$ cat src/rtl/mem_bus_arbiter.sv
// Round-robin arbiter sharing one external memory bus between
// instruction fetch (IF) and data memory (DM), with ack timeout.
module mem_bus_arbiter #(
   parameter int ADDR_W      = 32,
   parameter int DATA_W      = 32,
   parameter int ACK_TIMEOUT = 255
) (
   input  logic              clk,
   input  logic              rst,

   input  logic              if_req,
   input  logic [ADDR_W-1:0] if_addr,
   output logic [DATA_W-1:0] if_rdata,
   output logic              if_ready,
   output logic              if_err,

   input  logic              dm_req,
   input  logic              dm_we,
   input  logic [3:0]        dm_sel,
   input  logic [ADDR_W-1:0] dm_addr,
   input  logic [DATA_W-1:0] dm_wdata,
   output logic [DATA_W-1:0] dm_rdata,
   output logic              dm_ready,
   output logic              dm_err,

   output logic              bus_req,
   output logic              bus_we,
   output logic [3:0]        bus_sel,
   output logic [ADDR_W-1:0] bus_addr,
   output logic [DATA_W-1:0] bus_wdata,
   input  logic              bus_ack,
   input  logic [DATA_W-1:0] bus_rdata,

   output logic              stall_req
);

   typedef enum logic [1:0] {
      IDLE   = 2'd0,
      GNT_IF = 2'd1,
      GNT_DM = 2'd2
   } state_t;

   localparam logic [9:0] TO_LAST = 10'(ACK_TIMEOUT - 1);

   state_t     state;
   logic       last_dm;
   logic [9:0] cnt;

   logic if_elig;
   logic dm_elig;
   logic pick_dm;
   logic timeout;

   // A port still seeing its completion pulse is not eligible again.
   assign if_elig = if_req & ~if_ready;
   assign dm_elig = dm_req & ~dm_ready;
   assign pick_dm = dm_elig & (~if_elig | ~last_dm);
   assign timeout = (cnt == TO_LAST);

   assign stall_req = (if_req & ~if_ready) | (dm_req & ~dm_ready);

   always_ff @(posedge clk or negedge rst) begin
      if (!rst) begin
         state     <= IDLE;
         last_dm   <= 1'b0;
         cnt       <= '0;
         if_rdata  <= '0;
         if_ready  <= 1'b0;
         if_err    <= 1'b0;
         dm_rdata  <= '0;
         dm_ready  <= 1'b0;
         dm_err    <= 1'b0;
         bus_req   <= 1'b0;
         bus_we    <= 1'b0;
         bus_sel   <= '0;
         bus_addr  <= '0;
         bus_wdata <= '0;
      end else begin
         if_ready <= 1'b0;
         if_err   <= 1'b0;
         dm_ready <= 1'b0;
         dm_err   <= 1'b0;
         unique case (state)
            IDLE: begin
               if (pick_dm) begin
                  state     <= GNT_DM;
                  last_dm   <= 1'b1;
                  cnt       <= '0;
                  bus_req   <= 1'b1;
                  bus_we    <= dm_we;
                  bus_sel   <= dm_sel;
                  bus_addr  <= dm_addr;
                  bus_wdata <= dm_wdata;
               end else if (if_elig) begin
                  state    <= GNT_IF;
                  last_dm  <= 1'b0;
                  cnt      <= '0;
                  bus_req  <= 1'b1;
                  bus_we   <= 1'b0;
                  bus_sel  <= 4'b1111;
                  bus_addr <= if_addr;
               end
            end
            GNT_IF: begin
               if (bus_ack) begin
                  state    <= IDLE;
                  bus_req  <= 1'b0;
                  if_ready <= 1'b1;
                  if_rdata <= bus_rdata;
               end else if (timeout) begin
                  state    <= IDLE;
                  bus_req  <= 1'b0;
                  if_ready <= 1'b1;
                  if_err   <= 1'b1;
               end else begin
                  cnt <= cnt + 10'd1;
               end
            end
            GNT_DM: begin
               if (bus_ack) begin
                  state    <= IDLE;
                  bus_req  <= 1'b0;
                  dm_ready <= 1'b1;
                  if (!bus_we) dm_rdata <= bus_rdata;
               end else if (timeout) begin
                  state    <= IDLE;
                  bus_req  <= 1'b0;
                  dm_ready <= 1'b1;
                  dm_err   <= 1'b1;
               end else begin
                  cnt <= cnt + 10'd1;
               end
            end
            default: state <= IDLE;
         endcase
      end
   end

endmodule

$ cat config.mk
export PLATFORM = sky130hd
export DESIGN_NAME = mem_bus_arbiter
export DESIGN_NICKNAME = d
export VERILOG_FILES = /design/src/rtl/mem_bus_arbiter.sv
export SDC_FILE = /design/constraint.sdc
export NUM_CORES = 1
export LEC_CHECK = 0
export CORE_ASPECT_RATIO = 0.6
export CORE_UTILIZATION = 44
export CTS_BUF_LIST = sky130_fd_sc_hd__clkbuf_4
export DETAILED_ROUTE_END_ITERATION = 8
export MAX_ROUTING_LAYER = met4
export PLACE_DENSITY = 0.9
export SLEW_MARGIN = 20
export SYNTH_ARGS = -nofsm -noshare
export SYNTH_HDL_FRONTEND = slang
export SYNTH_SLANG_ARGS = --single-unit
$ cat constraint.sdc
create_clock -name clk -period 2.4 [get_ports clk]
set_input_delay 0.36 -clock clk [delete_from_list [all_inputs] [get_ports clk]]
set_output_delay 0.36 -clock clk [all_outputs]
set_load 0.02 [all_outputs]
==> impl_metrics.ini, run 1 <==
[status]
status = completed

[placed_design]
io_buffers = 276
hpwl_um = 13700
placed_area_um2 = 9580
place_ws_ns = 0.316
place_congestion = 0.965

[final_layout]
syn_to_final_growth_pct = 50.3
nNetsFinal = 906
postLayoutCellArea_um2 = 9860
fill_cells = 988
layout-drive-gt1-share_pct = 19.7

[synth]
synth_most_common_cell = dfrtp_1
synthFlopType = dfrtp_1
synth_area_leaders = dfrtp_1, mux2_2, mux2_4
synth_nets = 626
synth_area_leader_cell = dfrtp_1
synthDistinctLibCells = 56
avgSynthCellArea_um2 = 13.6
ys_warn_count = 0
synth-seq-cells = 151
syn_inst = 482
yosys.area.top_type_share_pct = 57.6
synth_commonest_cells = dfrtp_1, mux2_2, nand2_1, o21ai_0, mux2i_1
synthesis.area_um2 = 6570
synthArstFlopShare_pct = 100
synth_edf_count = 0
yosysSeqAreaShare_pct = 57.6

[timing]
fin_ws_ns = 0.317
max_slew_margin_pct = 59.6
maxSlewViolCount = 0
final_hold_viol_count = 0
finalClockSkew_ns = 0.0260
worstMarginPinSlew_ns = 0.603
fin_setup_tns_ns = 0
post-route-period-util_pct = 86.8
finalCriticalPeriod_ns = 2.08
setup_viol = 0
fmax_mhz = 480
rsz0062_at_grt = false

[clock_tree]
root_buffer = clkbuf_4
htree_levels = 4
clockBufferDepth = 2
clock_sinks = 151
clk-insertion-delay-late_ns = 0.52
cts-buffers-inserted = 17
path_clk_slew_ns = 0.15
cts_tree = yes

[global_routing]
grt_remaining_overflow = 0
grt_max_degree = 84
track_usage_pct = 25.3
grt_pass1_vias = 5375
grt_pass1_wl_um = 29200
grt_antenna_before_repair = 1

[power_and_ir_drop]
ir_drop_mv = 0.685
powerDensity_nw_per_um2 = 1300
p_leak_nw = 4.25
finalPower_w = 0.0128

[critical_path]
cp_data_arrival_time_ns = 1.72
start_kind = flip-flop
critPathKind = reg2out
crit_path_cell_trace = nand2b_1 > nand2_1 > dlygate4sd2_1
cp-end-kind = primary output
worst_path_max_delay_cell = dfrtp_1
required_ns = 2.04
max_stage_delay_ns = 0.48
critPathMaxFanout = 5

[run]
maxCapViolations = 0

[drt]
drc = 0
dr.pass1.iters = 4
vias = 5020
antenna_left = 0
wirelength_um = 18400
viasPerCell = 5.15
wl_per_cell_um = 18.9
drt_iter0_drc = 232

[floorplanning]
start_util_pct = 45.3
chipHeight_um = 96.6
ios = 277
die_x_um = 160
rows = 34
coreArea_um2 = 14500
dieArea_um2 = 15400

[min_path]
holdCritPathClass = in2async
-- area by class of cell --
cell class / instances / area, um^2 / share of cell area (%)
repair buffers: 288 / 2930 / 29.7
well taps: 198 / 248 / 2.51
clock inverters: 14 / 139 / 1.41
inverters: 6 / 22.5 / 0.228
multi-input cells: 298 / 2610 / 26.4
flip-flops and latches: 151 / 3780 / 38.3
diodes: 1 / 2.50 / 0.0254
clock buffers: 18 / 135 / 1.37
-- routing by layer --
metal	vias to the layer above	share of wire (%)	global-route usage, %
li1	2313	-	-
met1	2482	44	32.5
met2	217	48	39.7
met3	8	7.9	7.38
met4	0	0.39	5.70
met5	-	0	-
-- worst max-delay path: cells and delay by family (launching register included) --
kind,cells,cell delay (ns)
flops,1,0.48
simple gates,2,0.38
buf+inv,1,0.34
-- worst paths after layout --
path / from / endpoint / slack [ns] / cells after the start
hold reg to reg: bus_addr[21] / bus_addr[21] / 0.50 / 2
setup reg to reg: cnt[0] / cnt[3] / 0.51 / 6
min in group clk: dm_wdata[6] / bus_wdata[6] / 0.44 / 2
setup / recovery: if_ready / stall_req / 0.32 / 3
max in group asynchronous: rst / dm_rdata[16] / 1.62 / 3
hold / removal: rst / bus_addr[19] / 0.36 / 3
-- cell families (layout without fill, tap and decap cells) --
logic type	Yosys count	after routing	share of synthesized area [%]
other	0	1	0
adders and majority gates	6	6	1.14
and+or+nand+nor	82	82	7.01
buffers and inverters	33	326	2.93
muxes	130	130	23.1
AOI/OAI and AO/OA	80	80	8.27
DFF	151	151	57.6
-- metrics by stage --
| step | instances | utilization (%) | hold WS, ns |
|---|---|---|---|
| finish | 974 | 68.0 | 0.365 |
| floorplan | 482 | - | 0.0644 |
| CTS | 973 | 68.0 | 0.346 |
| detailed placement | 940 | 66.0 | 0.392 |
| global route | 974 | 68.0 | 0.340 |
| global placement | 940 | 66.0 | 0.380 |
-- cells in the final DEF, fill, tap and decap left out, types with 2 or more instances in the layout --
master / count
o311ai_2: 2
nand3_1: 7
nand2_1: 40
dfrtp_1: 151
mux2_2: 71
clkinvlp_4: 4
inv_6: 5
nand4_1: 4
buf_12: 6
a211o_1: 3
nor2_1: 3
o21ai_0: 37
a21oi_1: 7
a31oi_1: 4
inv_8: 2
clkdlybuf4s50_1: 274
and4_1: 2
and2b_1: 2
nand2b_1: 2
ha_1: 6
nor3_1: 2
mux2_4: 25
nand4b_1: 2
o22a_1: 4
o211ai_1: 3
clkbuf_4: 18
and2_1: 3
buf_4: 5
nand3b_1: 2
inv_1: 6
mux2i_1: 34
o31ai_1: 5
and3_1: 3
-- registers in the layout, indices dropped and copies added, names as in the netlist, 2 cells and up --
name       cells
bus_addr      32
bus_sel        4
bus_wdata     32
cnt           10
dm_rdata      32
if_rdata      32
state          2
-- where the power goes --
part	switching [W]	leakage, nW	internal (W)
Clock	0.00100	0.138	0.000554
Combinational	0.00329	2.29	0.00352
Sequential	0.000723	1.83	0.00372
Total	0.00501	4.25	0.00779
-- repair_timing --
action,in CTS,in global routing
gates resized for setup,1,0
hold endpoints to repair,151,0
buffers inserted,0,0
hold buffers,1,0
setup endpoints to repair,1,0
Power figures use the tool's default switching activity.
==> run 2: changes to the inputs <==
--- a/config.mk
+++ b/config.mk
@@ -6,11 +6,12 @@
 export NUM_CORES = 1
 export LEC_CHECK = 0
 export CORE_ASPECT_RATIO = 0.6
-export CORE_UTILIZATION = 44
+export CORE_MARGIN = 3
+export CORE_UTILIZATION = 26
 export CTS_BUF_LIST = sky130_fd_sc_hd__clkbuf_4
 export DETAILED_ROUTE_END_ITERATION = 8
 export MAX_ROUTING_LAYER = met4
-export PLACE_DENSITY = 0.9
+export PLACE_DENSITY = 0.61
 export SLEW_MARGIN = 20
 export SYNTH_ARGS = -nofsm -noshare
 export SYNTH_HDL_FRONTEND = slang
==> constraint.sdc (replaced) <==
create_clock -name clk -period 2.3 [get_ports clk]
set_input_delay 0.345 -clock clk [delete_from_list [all_inputs] [get_ports clk]]
set_output_delay 0.345 -clock clk [all_outputs]
set_load 0.02 [all_outputs]
==> impl_metrics.ini, run 2 (synthesized netlist as in run 1, its figures left out) <==
[final_layout]
postLayoutCellArea_um2 = 10100
final_cells = 1105
layout-drive-gt1-share_pct = 20.4
layout_commonest_cell = clkdlybuf4s50_1
final_cell_mix = clkdlybuf4s50_1, dfrtp_1, mux2_2
syn_to_final_growth_pct = 54.3
nNetsFinal = 911
fin_util_pct = 41.4

[clock_tree]
root_buffer = clkbuf_4
cts_tree = yes
clockBufferDepth = 2
clock_sinks = 151
htree_levels = 4
clk-insertion-delay-late_ns = 0.57
cts-buffers-inserted = 17
path_clk_slew_ns = 0.14

[global_routing]
grt_pass1_wl_um = 30200
grt_max_degree = 66
grt_pass1_vias = 4990
track_usage_pct = 15.3
grt_antenna_before_repair = 3
grt_remaining_overflow = 0

[drt]
drt_iter0_drc = 174
vias = 4891
wirelength_um = 20300
drc = 0
antenna_left = 0
wl_per_cell_um = 18.4
dr.pass1.iters = 4
viasPerCell = 4.43

[floorplanning]
die_x_um = 211
coreArea_um2 = 24500
rows = 44
dieArea_um2 = 27300
ios = 277
chipHeight_um = 129
start_util_pct = 26.8

[placed_design]
place_congestion = 0.896
hpwl_um = 15500
dp.cells = 1069
io_buffers = 276
placed_area_um2 = 9770

[power_and_ir_drop]
ir_drop_mv = 0.606
p_leak_nw = 4.31
powerDensity_nw_per_um2 = 1350
finalPower_w = 0.0137

[critical_path]
worst_path_max_delay_cell = clkdlybuf4s50_1
required_ns = 1.96
cp_data_arrival_time_ns = 1.77
critPathMaxFanout = 3
start_kind = flip-flop
max_stage_delay_ns = 0.72
critPathKind = reg2out
critPathTopFamily = buffers and inverters
path_buf_inv = 1
crit_path_cell_trace = clkdlybuf4s50_1
critical_path_depth = 1
r2r_cells = 7
cp-end-kind = primary output

[timing]
fmax_mhz = 473
maxSlewViolCount = 0
worstMarginPinSlew_ns = 0.549
finalCriticalPeriod_ns = 2.11
max_slew_margin_pct = 63.2
post-route-period-util_pct = 91.9
final_hold_viol_count = 0
rsz0062_at_grt = false
finalClockSkew_ns = 0.0264
fin_setup_tns_ns = 0
setup_viol = 0

[run]
maxCapViolations = 0

[min_path]
holdCritPathClass = in2async

[status]
status = completed
-- run 2: cell types whose count changed in the layout (fill, tap and decap cells not counted) --
cell and delta:
clkinv_4 +3, clkbuf_4 -1, inv_6 -1, inv_8 -1
bufinv_16 +3, diode_2 +2, buf_4 +5, clkinv_1 -1
clkinvlp_4 -2
-- run 2: final timing paths --
kind	startpoint	slack (ns)	endpoint
max in group asynchronous	rst	1.42	bus_wdata[15]
min in group clk	dm_wdata[9]	0.38	bus_wdata[9]
min reg2reg	bus_addr[18]	0.49	bus_addr[18]
min	rst	0.28	if_rdata[3]
max	if_ready	0.19	if_ready
max reg2reg	state[0]	0.39	cnt[1]
-- run 2: per-layer routing --
metal,global-route usage [%],wire length (um),share of wire [%],up-vias
li1,-,-,-,2316
met1,20.2,9330,46,2352
met2,20.2,8440,42,210
met3,7.77,2320,11,13
met4,4.88,242,1.2,0
met5,-,0,0,-
-- run 2: power by group --
group,total (W),leakage [nW],switching (W),internal (W)
Sequential,0.00456,1.83,0.000685,0.00387
Combinational,0.00717,2.31,0.00350,0.00368
Clock,0.00196,0.176,0.00107,0.000889
Total,0.0137,4.31,0.00525,0.00844
-- run 2: stage by stage --
| step | worst slack [ns] | hold WS, ns |
|---|---|---|
| 2_1_floorplan | 0.615 | 0.0494 |
| 3_3_place_gp | 0.256 | 0.339 |
| 3_5_place_dp | 0.250 | 0.334 |
| 4_1_cts | 0.0998 | 0.235 |
| 5_1_grt | 0.0243 | 0.237 |
| 6_report | 0.186 | 0.282 |
-- run 2: area by class of cell --
cell class / count / area [um^2]
multi-input combinational: 298 / 2610
fill: 2340 / 14400
tap: 322 / 403
timing repair buffer: 293 / 2970
inverter: 6 / 22.5
clock inverter: 15 / 216
clock buffer: 17 / 128
sequential: 151 / 3780
antenna: 3 / 7.51
-- run 2: repair_timing --
item                                    CTS  global route
hold endpoints to repair                 45             0
buffers inserted                          0             0
endpoints found under the setup margin    1             0
hold buffers                              1             0
gates resized for setup                   1             0
==> run 3: changes to the inputs <==
--- a/config.mk
+++ b/config.mk
@@ -6,9 +6,9 @@
 export NUM_CORES = 1
 export LEC_CHECK = 0
 export CORE_ASPECT_RATIO = 0.6
-export CORE_MARGIN = 3
 export CORE_UTILIZATION = 26
 export CTS_BUF_LIST = sky130_fd_sc_hd__clkbuf_4
+export CTS_CLUSTER_DIAMETER = 30
 export DETAILED_ROUTE_END_ITERATION = 8
 export MAX_ROUTING_LAYER = met4
 export PLACE_DENSITY = 0.61
==> impl_metrics.ini, run 3 (synthesized netlist as in run 1, its figures left out) <==
[final_layout]
fin_util_pct = 41.1
regArea_um2 = 3780
insertedDiodeCount = 0
final_cells = 1097
syn_to_final_growth_pct = 53.3
layout-drive-gt1-share_pct = 19.7
multi_input_comb_area_um2 = 2610
nNetsFinal = 909
fill_cells = 2339
final_cell_mix = clkdlybuf4s50_1, dfrtp_1, mux2_2
layout_commonest_cell = clkdlybuf4s50_1

[clock_tree]
clock_sinks = 151
cts-buffers-inserted = 17
clk-insertion-delay-late_ns = 0.53
path_clk_slew_ns = 0.13
cts_tree = yes
clockBufferDepth = 2
htree_levels = 4
root_buffer = clkbuf_4
cts_setup_buffers = 0

[critical_path]
critPathMaxFanout = 5
critPathKind = reg2out
required_ns = 1.96
cp-end-kind = primary output
cp_data_arrival_time_ns = 1.78
start_kind = flip-flop

[drt]
route.met2.wl_um = 7940
top_layer = met4
met1_length_um = 9030
wl_per_cell_um = 17.5
wirelength_um = 19200
vias = 4895
drc = 0
wl_met3_um = 2070
dr.pass1.iters = 4
viasPerCell = 4.46
drt_iter0_drc = 235
antenna_left = 0

[timing]
finalCriticalPeriod_ns = 2.13
finalClockSkew_ns = 0.0152
maxSlewViolCount = 0
max_slew_margin_pct = 65.7
final_hold_viol_count = 0
post-route-period-util_pct = 92.5
worstMarginPinSlew_ns = 0.515
setup_viol = 0
fin_setup_tns_ns = 0
rsz0062_at_grt = false
fmax_mhz = 470

[power_and_ir_drop]
pwr-share-seq_pct = 33.8
switching_share_pct = 37.7
powerDensity_nw_per_um2 = 1340
p_leak_nw = 4.29
pwr-share-comb_pct = 53.0
net-switching-power_w = 0.00510
ir_drop_mv = 0.594
clkPwrFrac_pct = 13.2
intPower_w = 0.00843

[floorplanning]
dieArea_um2 = 25900
start_util_pct = 26.8
chipHeight_um = 125
coreArea_um2 = 24500
rows = 44
ios = 277
die_x_um = 207

[min_path]
holdCritPathClass = in2async

[placed_design]
hpwl_um = 14300
io_buffers = 276
place_congestion = 0.861
dp.cells = 1067

[global_routing]
grt_pass1_wl_um = 30300
grt_max_degree = 53
grt_remaining_overflow = 0
grt_antenna_before_repair = 0
grt_pass1_vias = 5151
track_usage_pct = 15.8

[status]
status = completed

[run]
maxCapViolations = 0
run 3: cell count changes in the layout (fill, tap and decap cells not counted), sizes merged:
| cell | delta |
|---|---|
| buf | -2 |
| clkbuf | +1 |
| clkinv | +2 |
| clkinvlp | -1 |
| diode | -3 |
| inv | -5 |
run 3: cell type report:
type                    instances  share of cell area (%)
clock buffers                  18                    1.34
clock inverters                11                    1.58
well taps                     322                    4.00
multi-input cells             298                    26.0
inverters                       6                   0.224
repair buffers                291                    29.3
flip-flops and latches        151                    37.5
run 3: path summary, 6_finish.rpt:
kind | startpoint | endpoint | slack [ns] | cells past startpoint
setup / recovery | if_ready | stall_req | 0.17 | 3
hold / removal | rst | if_rdata[2] | 0.33 | 2
setup reg to reg | state[0] | cnt[2] | 0.29 | 6
hold reg to reg | bus_addr[18] | bus_addr[18] | 0.49 | 2
max in group asynchronous | rst | bus_addr[30] | 1.29 | 3
min in group clk | dm_wdata[22] | bus_wdata[22] | 0.41 | 2
run 3: per-layer routing:
layer / GRT usage (%) / vias up
li1: - / 2309
met1: 20.5 / 2357
met2: 22.0 / 221
met3: 7.66 / 8
met4: 3.60 / 0
met5: - / -
run 3: metrics by stage:
stage / instance area [um^2] / worst slack, ns / total power (W) / hold WS [ns]
finish: 10100 / 0.173 / 0.0135 / 0.329
global route: 10100 / 0.0292 / 0.0144 / 0.284
CTS: 10100 / 0.0914 / 0.0137 / 0.262
detailed placement: 9760 / 0.110 / 0.0118 / 0.342
global placement: 9760 / 0.169 / 0.0118 / 0.342
floorplan: 6570 / 0.615 / 0.00834 / 0.0494
run 3: worst max-delay path, stage by stage, from the launching register on:
cell           delay, ns
dfrtp_1             0.50
nand2b_1            0.28
nand2_1             0.12
dlygate4sd2_1       0.35
run 3: power by group through the flow:
stage               Clock [W]  Sequential [W]  Combinational (W)
detailed placement          0         0.00461            0.00723
global route          0.00202         0.00473            0.00764
global placement            0         0.00459            0.00718
floorplan                   0         0.00601            0.00233
finish                0.00179         0.00457            0.00717
CTS                   0.00188         0.00458            0.00724
run 3: timing repair:
item / in CTS / in global routing
hold buffers: 1 / 0
resized for setup: 1 / 1
endpoints found under the setup margin: 1 / 2
gates cloned: 0 / 0
hold endpoints to repair: 50 / 0
